## src/rtl/riscv_pkg.sv

```systemverilog
// riscv_pkg: RV64I opcode constants and immediate-format codes shared by the decode stages
package riscv_pkg;
    localparam logic [6:0] OP_LOAD   = 7'b0000011;
    localparam logic [6:0] OP_IMM    = 7'b0010011;
    localparam logic [6:0] OP_IMM32  = 7'b0011011;
    localparam logic [6:0] OP_JALR   = 7'b1100111;
    localparam logic [6:0] OP_SYSTEM = 7'b1110011;
    localparam logic [6:0] OP_STORE  = 7'b0100011;
    localparam logic [6:0] OP_BRANCH = 7'b1100011;
    localparam logic [6:0] OP_LUI    = 7'b0110111;
    localparam logic [6:0] OP_AUIPC  = 7'b0010111;
    localparam logic [6:0] OP_JAL    = 7'b1101111;
    localparam logic [6:0] OP_REG    = 7'b0110011;
    localparam logic [6:0] OP_REG32  = 7'b0111011;

    typedef enum logic [2:0] {
        FMT_R   = 3'd0,
        FMT_I   = 3'd1,
        FMT_S   = 3'd2,
        FMT_B   = 3'd3,
        FMT_U   = 3'd4,
        FMT_J   = 3'd5,
        FMT_ILL = 3'd7
    } fmt_e;
endpackage

```

## src/rtl/imm_decode.sv

```systemverilog
// imm_decode: combinational opcode decode producing the extended immediate, format and illegal flag
module imm_decode
    import riscv_pkg::*;
#(
    parameter int XLEN = 64
) (
    input  logic [31:0]     i_ix,
    output logic [XLEN-1:0] o_imm,
    output logic [2:0]      o_fmt,
    output logic            o_illegal
);
    logic [6:0]      w_op;
    logic            w_is_shift;
    logic [XLEN-1:0] w_imm_i, w_imm_s, w_imm_b, w_imm_u, w_imm_j, w_shamt;

    assign w_op       = i_ix[6:0];
    assign w_is_shift = (w_op == OP_IMM || w_op == OP_IMM32) && i_ix[13:12] == 2'b01;
    assign w_imm_i    = XLEN'($signed(i_ix[31:20]));
    assign w_imm_s    = XLEN'($signed({i_ix[31:25], i_ix[11:7]}));
    assign w_imm_b    = XLEN'($signed({i_ix[31], i_ix[7], i_ix[30:25], i_ix[11:8], 1'b0}));
    assign w_imm_u    = XLEN'($signed({i_ix[31:12], 12'b0}));
    assign w_imm_j    = XLEN'($signed({i_ix[31], i_ix[19:12], i_ix[20], i_ix[30:21], 1'b0}));
    // shamt is 6 bits only for 64-bit OP-IMM shifts; the W forms always use 5
    assign w_shamt    = (XLEN == 64 && w_op == OP_IMM) ? XLEN'(i_ix[25:20]) : XLEN'(i_ix[24:20]);

    always_comb begin
        o_imm     = '0;
        o_fmt     = FMT_ILL;
        o_illegal = 1'b0;
        case (w_op)
            OP_LOAD, OP_IMM, OP_IMM32, OP_JALR, OP_SYSTEM: begin
                o_fmt = FMT_I;
                o_imm = w_is_shift ? w_shamt : w_imm_i;
            end
            OP_STORE: begin
                o_fmt = FMT_S;
                o_imm = w_imm_s;
            end
            OP_BRANCH: begin
                o_fmt = FMT_B;
                o_imm = w_imm_b;
            end
            OP_LUI, OP_AUIPC: begin
                o_fmt = FMT_U;
                o_imm = w_imm_u;
            end
            OP_JAL: begin
                o_fmt = FMT_J;
                o_imm = w_imm_j;
            end
            OP_REG, OP_REG32: o_fmt = FMT_R;
            default: o_illegal = 1'b1;
        endcase
    end
endmodule

```

## src/rtl/immgen_pipe.sv

```systemverilog
// immgen_pipe: registered immediate generator with valid/ready handshake, optional skid entry and flush
module immgen_pipe
    import riscv_pkg::*;
#(
    parameter int XLEN    = 64,
    parameter int TAG_W   = 64,
    parameter int SKID_EN = 1
) (
    input  logic             clk,
    input  logic             rst,
    input  logic             flush,
    input  logic             in_valid,
    output logic             in_ready,
    input  logic [31:0]      in_ix,
    input  logic [TAG_W-1:0] in_tag,
    output logic             out_valid,
    input  logic             out_ready,
    output logic [XLEN-1:0]  out_imm,
    output logic [2:0]       out_fmt,
    output logic             out_illegal,
    output logic [TAG_W-1:0] out_tag,
    output logic [31:0]      out_ix
);
    typedef struct packed {
        logic [XLEN-1:0]  imm;
        logic [2:0]       fmt;
        logic             ill;
        logic [TAG_W-1:0] tag;
        logic [31:0]      ix;
    } ent_t;

    logic [XLEN-1:0] w_imm;
    logic [2:0]      w_fmt;
    logic            w_ill, w_acc, w_ret, w_free, w_to_skid, w_ld_main;
    ent_t            w_in, r_main, r_skid;
    logic            r_v, r_sv;

    imm_decode #(.XLEN(XLEN)) u_dec (
        .i_ix      (in_ix),
        .o_imm     (w_imm),
        .o_fmt     (w_fmt),
        .o_illegal (w_ill)
    );

    assign w_in      = '{imm: w_imm, fmt: w_fmt, ill: w_ill, tag: in_tag, ix: in_ix};
    assign in_ready  = (SKID_EN != 0) ? !r_sv : (!r_v || out_ready);
    assign w_acc     = in_valid && in_ready;
    assign w_ret     = r_v && out_ready;
    assign w_free    = !r_v || w_ret;
    // an arrival that cannot go straight to the output register parks in the skid entry
    assign w_to_skid = (SKID_EN != 0) && w_acc && !w_free && !flush;
    assign w_ld_main = w_free && (r_sv || w_acc) && !flush;

    always_ff @(posedge clk) begin
        if (rst) begin
            r_v    <= 1'b0;
            r_sv   <= 1'b0;
            r_main <= '0;
            r_skid <= '0;
        end else begin
            r_v  <= !flush && (w_free ? (r_sv || w_acc) : 1'b1);
            r_sv <= !flush && (w_to_skid || (r_sv && !w_ret));
            if (w_ld_main) r_main <= r_sv ? r_skid : w_in;
            if (w_to_skid) r_skid <= w_in;
        end
    end

    assign out_valid   = r_v;
    assign out_imm     = r_main.imm;
    assign out_fmt     = r_main.fmt;
    assign out_illegal = r_main.ill;
    assign out_tag     = r_main.tag;
    assign out_ix      = r_main.ix;
endmodule
```

## config.mk

```make
export PLATFORM = sky130hd
export DESIGN_NAME = immgen_pipe
export DESIGN_NICKNAME = d
export VERILOG_FILES = /design/src/rtl/riscv_pkg.sv /design/src/rtl/imm_decode.sv /design/src/rtl/immgen_pipe.sv
export SDC_FILE = /design/constraint.sdc
export NUM_CORES = 1
export LEC_CHECK = 0
export CELL_PAD_IN_SITES_DETAIL_PLACEMENT = 1
export CELL_PAD_IN_SITES_GLOBAL_PLACEMENT = 1
export CORE_MARGIN = 2
export CORE_UTILIZATION = 35
export CTS_BUF_LIST = sky130_fd_sc_hd__clkbuf_16
export CTS_CLUSTER_SIZE = 40
export DETAILED_ROUTE_END_ITERATION = 7
export GPL_ROUTABILITY_DRIVEN = 0
export PLACE_DENSITY = 0.75
export SLEW_MARGIN = 0
export SYNTH_ARGS = -nofsm -noshare
export SYNTH_HDL_FRONTEND = slang
export SYNTH_SLANG_ARGS = --single-unit
```

## constraint.sdc

```tcl
create_clock -name clk -period 3.15 [get_ports clk]
set_clock_uncertainty 0.15 [all_clocks]
set_input_delay 0.945 -clock clk [delete_from_list [all_inputs] [get_ports clk]]
set_output_delay 0.945 -clock clk [all_outputs]
set_load 0.02 [all_outputs]
```

==> reports/metrics.csv <==
metric,value,unit
status,completed,
report.final.slew_viol_count,0,
final_worst_hold_slack,0.300,ns
netlist_instances,1302,
synth-warning-count,0,
max-slew-margin-rel,50.4,%
postCtsSetupRepairBufs,0,
classification_of_the_worst_setup_path,register to primary output,
crit_path_start_kind,register,
number_of_sinks_driven_by_the_clock_tree,266,
number_of_core_rows,65,
clock_tree.buffer_depth,3,
r2r_cells,7,
tritoncts.num_buffers,31,
detailedPlace.worstSlack,-0.166,ns
drt.antenna.violating_nets,0,
drt-initial-drc-count,441,
timing_worst_slew_pin_value,0.744,ns
synthesized_cell_area,0.0112,mm^2
hold_buf_cts,0,
combinationalPowerShare,14.0,%
clock_pin_slew_reported_for_the_worst_setup_and_hold_paths_after_clock_tree_synthesis,0.06,ns
filler_cell_count,3619,
worstPathRequired,2.05,ns
worstSkewPairLatency,0.55,ns
number_of_global_route_vias_before_repair,10500,
detail_route.vias_per_cell,5.27,
worst_hold_path_type,register to register,
syn-num-nets,1403,
yosysSeqAreaShare,47.4,%
finalInstanceArea,0.0153,mm^2
grt_first_pass_wirelength,56400,um
clock_share_of_power,41.8,%
min_to,r_skid[109]$_SDFFE_PP0P_,
placed_area,0.0144,mm^2
syn-mean-instance-area,8.64,um^2
horiz_die_dim,183,um
portBuffers,266,
top_usage_layer,met2,
grt_antenna_before_repair,1,
worst_ir_drop_on_vdd,0.000464,V
floorplan.die.height,183,um
routed_wire_length_per_instance,18.3,um
grt_util_met3,4.35,%
intPower,6.00,mW
ff_to_ff_setup_slack,0.76,ns
worst_setup_path_end_kind,primary output,
synth.distinct_cells,44,
final_layout_size_suffix_gt1_share,8.50,%
setup_repair_after_global_routing_missed_its_margin,no,
final_period_minus_worst_setup_slack,2.96,ns
gr_util_all_layers,20.6,%
htreeDepth,1,
hold_viol,0,
report.power.total,8.10,mW
synth.ff_latch_count,266,
cp_data_arrival_time,1.87,ns
start_util,35.6,%
floorplan.die_area,0.0336,mm^2
maxClockFrequency,337,MHz
design.final.nets,1608,
clock_tree.root_cell,clkbuf_16,
final_min_period_over_clock_period,94.1,%
top_level_ports,267,
grtUsageMet1,24.9,%
worst-path-max-fanout,33,
drt_drc_violations_left,0,
switchingPower,2.09,mW
finalSetupViolCount,0,
cts.repair.resized,0,
routed_wl,35400,um
layout.core_utilization,48.6,%
layout_overhead_on_the_synthesized_area,36.3,%
floorplan.core_area,0.0316,mm^2
holdPathStages,2,
setup_slack_of_the_critical_path_after_layout,0.187,ns
power.density,528,mW/mm^2
power.switching_fraction,25.8,%
hpwl,23300,um
p_leak,5.14,nW
met2_usage,36.6,%
grt_max_degree,87,
grt_overflow_total,0,
rr_endpoint,out_imm[17]$_SDFFE_PP0P_,
crit-reg2reg-launch,r_sv$_SDFF_PP0_,
drt-pass1-iter-count,5,
cap_violations,0,
min-delay-start,r_skid[109]$_SDFFE_PP0P_,
tritoncts,yes,
power_frac_seq,44.2,%
route.vias.total,10200,
[cell families after synthesis]
kind of cell / count (synthesis) / synth area share (%)
buf+inv: 162 / 6.64
flops: 266 / 47.4
compound gates: 347 / 22.0
mux: 94 / 8.37
simple gates: 433 / 15.6
[power groups by stage]
stage	combinational [mW]	sequential, mW	clock, mW
2_1_floorplan	0.428	3.77	0
3_3_place_gp	1.11	3.65	0
3_5_place_dp	1.13	3.65	0
4_1_cts	1.14	3.58	3.49
5_1_grt	1.22	3.59	3.62
6_report	1.13	3.58	3.39
[synth_stat cells, drive strengths merged]
cell / n / area (um^2)
nand3: 6 / 30.0
or3: 9 / 56.3
o32ai: 1 / 8.76
inv: 14 / 52.6
mux2i: 94 / 941
nor2b: 3 / 18.8
a31oi: 1 / 6.26
or2: 2 / 12.5
a311o: 9 / 90.1
o21bai: 11 / 82.6
o211ai: 5 / 37.5
clkbuf: 99 / 372
a311oi: 25 / 282
a211oi: 108 / 811
a21boi: 1 / 7.51
nor3: 4 / 20.0
nand2: 250 / 938
dfxtp: 266 / 5330
and2: 4 / 25.0
a32oi: 2 / 36.3
a21bo: 4 / 40.0
a211o: 3 / 26.3
nor3b: 2 / 20.0
nor4: 2 / 12.5
a21oi: 131 / 663
nor2: 133 / 499
nand2b: 4 / 25.0
a2111oi: 2 / 17.5
a221oi: 20 / 238
o22ai: 2 / 12.5
buf: 49 / 323
and4b: 2 / 20.0
and3b: 2 / 17.5
and3: 10 / 62.6
o21ai: 22 / 114
[worst max path at each step]
stage	startpoint	end	cells after the start
global placement	in_ix[4]	r_skid[122]$_SDFFE_PP0P_	7
CTS	out_imm[62]$_SDFFE_PP0P_	out_imm[36]	2
global route	out_imm[62]$_SDFFE_PP0P_	out_imm[36]	2
finish	out_imm[62]$_SDFFE_PP0P_	out_imm[32]	2
detailed placement	in_ix[4]	r_skid[162]$_SDFFE_PP0P_	7
floorplan	in_ix[6]	r_skid[121]$_SDFFE_PP0P_	7
[final cells by class]
type | count | area, um^2 | area share (%)
Sequential cell | 266 | 5330 | 34.8
Inverter | 14 | 52.6 | 0.343
Multi-Input combinational cell | 874 | 5190 | 33.9
Clock inverter | 24 | 151 | 0.988
Tap cell | 402 | 503 | 3.28
Timing Repair Buffer | 320 | 3300 | 21.5
Clock buffer | 32 | 801 | 5.22
Antenna cell | 1 | 2.50 | 0.0163
[worst max-delay path: stages, from the launching register on]
cell and delay [ns]:
dfxtp_1 0.33, buf_4 0.29, clkdlybuf4s50_1 0.68
[registers in the layout, summed over array words and instances, names as in the netlist]
signal / cells
out_imm: 32
r_sv: 1
out_illegal: 1
out_tag: 64
r_skid: 132
out_ix: 32
out_valid: 1
out_fmt: 3
[per-stage QoR]
step	TNS, ns	cells
after floorplan	0	1302
after global placement	-1.43	1876
after detailed placement	-4.27	1876
after CTS	0	1932
after global routing	0	1933
final	0	1933
[cell usage in the layout, fill, tap and decap left out, types with 5 or more instances in the layout]
cell type        count
o21bai_1            11
clkinv_1            10
mux2i_1             94
buf_4               37
a21oi_1            129
and3_1              10
a311oi_1            15
buf_12              18
o21ai_0             21
o211ai_1             5
nand2_1            249
a221oi_2            10
or3_1                9
nand3_1              6
a211oi_1           108
dfxtp_1            265
a221oi_1            10
nor2_1             133
a311o_1              9
clkdlybuf4s50_1    264
clkbuf_16           32
inv_1               22
a311oi_2            10
[metal layers]
metal	up-vias	wire (um)
li1	4940	-
met1	4959	15200
met2	237	17500
met3	51	1900
met4	0	827
met5	-	0
Power figures use the tool's default switching activity.
